### config.mk
export PLATFORM = sky130hd
export DESIGN_NAME = qtree_update_ctrl
export DESIGN_NICKNAME = d
export VERILOG_FILES = /design/src/rtl/qtree_update_ctrl.sv
export SDC_FILE = /design/constraint.sdc
export NUM_CORES = 1
export LEC_CHECK = 0
export CORE_MARGIN = 2
export CORE_UTILIZATION = 60
export DETAILED_ROUTE_END_ITERATION = 10
export PLACE_DENSITY = 0.8
export REMOVE_ABC_BUFFERS = 1
export SYNTH_ARGS = -nofsm -noshare
export SYNTH_HDL_FRONTEND = slang
export SYNTH_SLANG_ARGS = --single-unit
### constraint.sdc
create_clock -name clk_i -period 12.8 [get_ports clk_i]
set_input_delay 1.92 -clock clk_i [delete_from_list [all_inputs] [get_ports clk_i]]
set_output_delay 1.92 -clock clk_i [all_outputs]
set_load 0.01 [all_outputs]
### src/rtl/qtree_update_ctrl.sv
// qtree_update_ctrl -- batches host writes to the qtree control port and applies
// them atomically on commit_i, optionally draining in-flight lookups first.
//
// Optional feature macro: QTREE_UPD_DRAIN_EN
//   defined   : commit waits in DRAIN until every admitted lookup has returned
//               its result; lookups are held off while not IDLE.
//   undefined : no DRAIN state, no in-flight counter; commit goes straight to
//               WRITE, lookup_ready_o is constant 1, tree_result_valid_i unused.
//
// Ports:
//   clk_i, rst_i                         clock, synchronous active-high reset
//   wr_addr_i/wr_data_i/wr_valid_i       host write into the 8-entry buffer
//   wr_ready_o                           buffer accepts (IDLE and not full)
//   commit_i                             pulse: apply buffered writes
//   busy_o / done_o                      FSM not IDLE / commit finished pulse
//   lookup_valid_i / lookup_ready_o      user lookup handshake
//   tree_lookup_valid_o                  admitted lookup towards the tree
//   tree_result_valid_i                  lookup result back from the tree
//   mm_ctrl_addr_o/data_o/write_o        registered tree control write port

// Generic show-ahead FIFO: head entry visible combinationally on head_dat_o.
// Latency: a push is visible at the head the cycle after it is accepted.
// Backpressure: caller must not push when full_o or pop when empty_o.
module qtree_upd_fifo #(
  parameter int DW = 8,
  parameter int AW = 3
) (
  input  logic          clk_i,
  input  logic          rst_i,
  input  logic          push_i,
  input  logic [DW-1:0] push_dat_i,
  input  logic          pop_i,
  output logic [DW-1:0] head_dat_o,
  output logic [AW:0]   count_o,
  output logic          full_o,
  output logic          empty_o
);
  localparam int            DEPTH   = 1 << AW;
  localparam logic [AW:0]   DEPTH_C = {1'b1, {AW{1'b0}}};
  localparam logic [AW-1:0] PTR_ONE = AW'(1);
  localparam logic [AW:0]   CNT_ONE = (AW+1)'(1);

  logic [DW-1:0] r_mem [DEPTH];
  logic [AW-1:0] r_wr_ptr;
  logic [AW-1:0] r_rd_ptr;
  logic [AW:0]   r_count;

  // Storage needs no reset: only entries between the pointers are ever read.
  always_ff @(posedge clk_i) begin
    if (push_i) begin
      r_mem[r_wr_ptr] <= push_dat_i;
    end
  end

  always_ff @(posedge clk_i) begin
    if (rst_i) begin
      r_wr_ptr <= '0;
      r_rd_ptr <= '0;
      r_count  <= '0;
    end else begin
      if (push_i) r_wr_ptr <= r_wr_ptr + PTR_ONE;
      if (pop_i)  r_rd_ptr <= r_rd_ptr + PTR_ONE;
      case ({push_i, pop_i})
        2'b10:   r_count <= r_count + CNT_ONE;
        2'b01:   r_count <= r_count - CNT_ONE;
        default: r_count <= r_count;
      endcase
    end
  end

  assign head_dat_o = r_mem[r_rd_ptr];
  assign count_o    = r_count;
  assign full_o     = (r_count == DEPTH_C);
  assign empty_o    = (r_count == '0);
endmodule

// Commit controller: buffer host writes, on commit (optionally) drain lookups,
// then replay the buffer one entry per cycle onto the registered mm port.
// Latency: popped entry appears on mm_ctrl_* one cycle later; done_o aligns
// with the last write. Backpressure: wr_ready_o low outside IDLE or when full.
module qtree_update_ctrl #(
  parameter int MM_ADDR_WIDTH  = 16,
  parameter int MM_DATA_WIDTH  = 32,
  parameter int FIFO_AWIDTH    = 3,
  parameter int INFLIGHT_WIDTH = 6
) (
  input  logic                     clk_i,
  input  logic                     rst_i,
  input  logic [MM_ADDR_WIDTH-1:0] wr_addr_i,
  input  logic [MM_DATA_WIDTH-1:0] wr_data_i,
  input  logic                     wr_valid_i,
  output logic                     wr_ready_o,
  input  logic                     commit_i,
  output logic                     busy_o,
  output logic                     done_o,
  input  logic                     lookup_valid_i,
  output logic                     lookup_ready_o,
  output logic                     tree_lookup_valid_o,
  input  logic                     tree_result_valid_i,
  output logic [MM_ADDR_WIDTH-1:0] mm_ctrl_addr_o,
  output logic [MM_DATA_WIDTH-1:0] mm_ctrl_data_o,
  output logic                     mm_ctrl_write_o
);
  localparam int                 EW      = MM_ADDR_WIDTH + MM_DATA_WIDTH;
  localparam logic [FIFO_AWIDTH:0] CNT_ONE = (FIFO_AWIDTH+1)'(1);

`ifdef QTREE_UPD_DRAIN_EN
  typedef enum logic [1:0] {IDLE = 2'd0, DRAIN = 2'd1, WRITE = 2'd2} state_t;
  localparam state_t COMMIT_ST = DRAIN;
`else
  typedef enum logic [1:0] {IDLE = 2'd0, WRITE = 2'd2} state_t;
  localparam state_t COMMIT_ST = WRITE;
`endif

  state_t                  r_state;
  state_t                  w_state_nxt;
  logic                    w_push;
  logic                    w_pop;
  logic                    w_last;
  logic                    w_commit;
  logic                    w_full;
  logic                    w_empty;
  logic [FIFO_AWIDTH:0]    w_count;
  logic [EW-1:0]           w_head;
  logic                    r_done;
  logic                    r_mm_write;
  logic [MM_ADDR_WIDTH-1:0] r_mm_addr;
  logic [MM_DATA_WIDTH-1:0] r_mm_data;

  assign wr_ready_o = (r_state == IDLE) && !w_full;
  assign w_push     = wr_valid_i && wr_ready_o;
  assign w_commit   = commit_i && (r_state == IDLE);
  assign w_pop      = (r_state == WRITE) && !w_empty;
  assign w_last     = w_pop && (w_count == CNT_ONE);

  qtree_upd_fifo #(
    .DW (EW),
    .AW (FIFO_AWIDTH)
  ) u_fifo (
    .clk_i      (clk_i),
    .rst_i      (rst_i),
    .push_i     (w_push),
    .push_dat_i ({wr_addr_i, wr_data_i}),
    .pop_i      (w_pop),
    .head_dat_o (w_head),
    .count_o    (w_count),
    .full_o     (w_full),
    .empty_o    (w_empty)
  );

`ifdef QTREE_UPD_DRAIN_EN
  localparam logic [INFLIGHT_WIDTH-1:0] INF_ONE = INFLIGHT_WIDTH'(1);
  localparam logic [INFLIGHT_WIDTH-1:0] INF_MAX = '1;

  logic [INFLIGHT_WIDTH-1:0] r_cnt;
  logic                      w_inc;
  logic                      w_dec;

  assign lookup_ready_o = (r_state == IDLE);
  assign w_inc          = tree_lookup_valid_o;
  assign w_dec          = tree_result_valid_i;

  always_ff @(posedge clk_i) begin
    if (rst_i) begin
      r_cnt <= '0;
    end else begin
      case ({w_inc, w_dec})
        2'b10:   r_cnt <= r_cnt + INF_ONE;
        2'b01:   r_cnt <= r_cnt - INF_ONE;
        default: r_cnt <= r_cnt;
      endcase
    end
  end

`ifndef SYNTHESIS
  always_ff @(posedge clk_i) begin
    if (!rst_i) begin
      assert (!(w_inc && !w_dec && (r_cnt == INF_MAX)));
      assert (!(w_dec && !w_inc && (r_cnt == '0)));
    end
  end
`endif
`else
  logic w_unused;
  assign lookup_ready_o = 1'b1;
  assign w_unused       = &{1'b0, tree_result_valid_i, INFLIGHT_WIDTH[0]};
`endif

  // A lookup in the commit cycle is still admitted: ready drops only once
  // the state register has left IDLE.
  assign tree_lookup_valid_o = lookup_valid_i && lookup_ready_o;

  always_comb begin
    w_state_nxt = r_state;
    case (r_state)
      IDLE: begin
        // A push in the commit cycle joins the batch even if the FIFO was empty.
        if (w_commit && (!w_empty || w_push)) w_state_nxt = COMMIT_ST;
      end
`ifdef QTREE_UPD_DRAIN_EN
      DRAIN: begin
        if (r_cnt == '0) w_state_nxt = WRITE;
      end
`endif
      WRITE: begin
        if (w_last || w_empty) w_state_nxt = IDLE;
      end
      default: w_state_nxt = IDLE;
    endcase
  end

  always_ff @(posedge clk_i) begin
    if (rst_i) begin
      r_state    <= IDLE;
      r_done     <= 1'b0;
      r_mm_write <= 1'b0;
      r_mm_addr  <= '0;
      r_mm_data  <= '0;
    end else begin
      r_state    <= w_state_nxt;
      // Empty commit finishes immediately; otherwise done aligns with the
      // final registered write.
      r_done     <= (w_commit && w_empty && !w_push) || w_last;
      r_mm_write <= w_pop;
      if (w_pop) begin
        r_mm_addr <= w_head[EW-1:MM_DATA_WIDTH];
        r_mm_data <= w_head[MM_DATA_WIDTH-1:0];
      end
    end
  end

  assign busy_o          = (r_state != IDLE);
  assign done_o          = r_done;
  assign mm_ctrl_write_o = r_mm_write;
  assign mm_ctrl_addr_o  = r_mm_addr;
  assign mm_ctrl_data_o  = r_mm_data;
endmodule

==> run metrics <==
Reg clk slew, reported paths=0.06 ns; grt ovf=0; final worst slack=8.744 ns; number of distinct library cells after synthesis=35; leakage power=6.267 nW; mean area per synthesized cell=17.35 sq um; busiest metal layer after global routing=met2; final setup vio count=0; final hold vios=0; Slowest-stage cell, CP=clkdlybuf4s50_1; Num CTS Buffers=44; worst reg2reg startpoint=u_fifo.count_o[0]; CP cell instances=inv_1, ha_1, nand3b_1, nor2b_1, clkdlybuf4s50_1; met3 Usage GRT=4.091%; Initial Utilization=61.05%; first-pass GRT wire length=52.36 mm; WP data arrival=2.14 ns; vias in the first global route=9422; Synth Instances=1010; CTS tree=yes; CTS root buf=clkbuf_16; PostCTS Resize Cnt=0; I/O Buffers=103; die extent in y=174.9 microns; cell accounting for the most synthesized area=edfxtp_1; Async S/R FF share, synth=0%; CTS Buffer Depth=3; P&R area growth vs syn=15.45%; total clock sinks=445; max incr delay on CP=0.54 ns; share of cells above drive strength 1=16.19%; Hold Crit Start=mm_ctrl_addr_o[1]; DIE WIDTH=174.9 microns; synthesized cell area=17520 sq um; IO Pins=108; largest net degree at the start of global routing=171; Power per Cell Area=170.7 nW/um^2; Vias/cell=5.972; Placement Setup Slack=8.293 ns; status=complete, no violations; Post-synth EDFFs=384; # DRC=0; Clock Skew=0.01824 ns; met2 Usage GRT=36.89%; Yosys warning count=0; Tcrit/Tclk final=31.69%; MaxCap Viol Count=0; Synth top area share=65.81%; #FFs+latches synth=445; dominant cell by count in the synthesized netlist=edfxtp_1; Pins Over Slew Limit=0; WL final=33.86 mm; Post-synth top cells=384 x edfxtp_1, 194 x mux2i_1, 96 x a22oi_1; CP max FO=6; H-Tree Depth=2; ant diodes=0; crit path kind=register to output port; ys flop type=edfxtp_1; Detail Route Antenna Nets=0; # hold bufs at CTS=0; die footprint=30590 sq um; antenna violations before repair=1; Hold Crit Class=register to register; area of placed instances=18860 sq um; DP HPWL=17.10 mm; Vias=9155; nets@finish=1176; crit path capture type=output port; Peak Freq=0.2465 GHz; Initial DRC Count=760; worst setup path start=u_fifo.count_o[0]; Slew headroom=20.64%; GRT Overall Usage=22.48%; setup TNS=0 ns; synth top area cells=edfxtp_1 66%, mux2i_1 11%, dfxtp_1 7.0%; Worst setup SP type=register; CP required=10.88 ns; grt met1 use=30.74%; core area=28700 sq um; Final Cell Area=20230 sq um; Clk Latency, worst-skew pair=0.54 ns; Seq/Total Area, Yosys=72.78%; gpl congestion=0.7146; RSZ-0062 raised after global routing=no; post-DR wirelength/cell=22.09 microns; Max IR drop VDD=104.5 uV; Pre-antenna DRT Iters=7; fill count=1808; Post-CTS Setup Bufs=0; hold_ws=0.5149 ns; FP Rows=62; Worst Tran Pin Value=1.190 ns; Final min period=4.056 ns
==> stage by stage <==
step / util [%] / instances / total power [mW]
floorplan: - / 948 / 2.171
global placement: 65.71 / 1454 / 2.250
detailed placement: 65.71 / 1454 / 2.265
CTS: 70.48 / 1533 / 3.475
global route: 70.48 / 1533 / 3.583
finish: 70.48 / 1533 / 3.453
==> power breakdown <==
part,total (mW),switching [mW],internal [mW]
combinational,0.512,0.276,0.236
sequential,1.72,0.0580,1.67
clock,1.22,0.496,0.721
total,3.45,0.830,2.62
==> final cells by class <==
| type | instances | area (sq um) | share of cell area [%] |
|---|---|---|---|
| clock inverters | 10 | 92.59 | 0.4577 |
| clock buffers | 69 | 1276 | 6.309 |
| flip-flops and latches | 445 | 12760 | 63.06 |
| repair buffers | 122 | 1184 | 5.851 |
| well taps | 384 | 480.5 | 2.375 |
| multi-input cells | 500 | 4423 | 21.87 |
| inverters | 3 | 16.27 | 0.08041 |
==> kinds of logic (layout without fill, tap and decap cells) <==
logic type | count (synthesis) | count (layout) | share of synthesized area [%]
xor gates and xnor gates | 7 | 7 | 0.3499
buffers and inverters | 65 | 204 | 2.392
adders and majority gates | 6 | 6 | 0.4284
AOI/OAI and AO/OA | 152 | 152 | 5.748
and+or+nand+nor | 140 | 140 | 7.198
DFF | 445 | 445 | 72.78
other | 1 | 1 | 0.02140
muxes | 194 | 194 | 11.08
==> layout by cell type (no fill, tap or decap), types with 2 or more instances in the layout <==
master,synthesis,final
o21ai_0,2,2
clkbuf_8,0,6
nor2b_4,0,2
clkbuf_1,15,18
a22oi_1,96,96
xnor2_1,2,2
ha_1,6,6
clkinv_2,0,2
nand3_1,4,4
nor2b_1,5,3
nand2b_1,2,2
xor2_1,5,5
nor3_2,48,52
bufinv_16,0,2
nand2_1,5,5
clkbuf_16,0,45
clkdlybuf4s50_1,0,102
clkinv_1,0,6
nor2_4,48,52
a21oi_1,52,52
buf_4,28,19
inv_1,2,2
mux2i_1,194,194
nor2_1,15,11
edfxtp_1,384,384
dfxtp_1,61,60
==> layer usage <==
layer | up-vias | part of all wire, %
met5 | - | 0.047
li1 | 4145 | -
met2 | 329 | 49
met4 | 2 | 2.8
met3 | 76 | 6.3
met1 | 4603 | 42
==> final timing paths <==
| kind | end | slack [ns] | cells past startpoint |
|---|---|---|---|
| hold reg to reg | mm_ctrl_addr_o[1] | 0.51 | 2 |
| hold / removal | mm_ctrl_addr_o[1] | 0.51 | 2 |
| setup reg to reg | u_fifo.count_o[3] | 9.50 | 10 |
| setup / recovery | wr_ready_o | 8.74 | 5 |
==> sequential cells by signal, indices dropped and copies added (netlist names) <==
register,cells
u_fifo.r_mem,384
mm_ctrl_data_o,32
mm_ctrl_addr_o,16
u_fifo.count_o,4
u_fifo.r_rd_ptr,3
u_fifo.r_wr_ptr,3
done_o,1
mm_ctrl_write_o,1
r_state,1
==> critical path: cells and delay by family, from the launching register on <==
kind / cells / cell delay (ns)
buffers and inverters: 2 / 0.62
DFF: 1 / 0.43
and+or+nand+nor: 2 / 0.33
adders and majority gates: 1 / 0.23
Note: power is estimated with default switching activity, not from simulation.
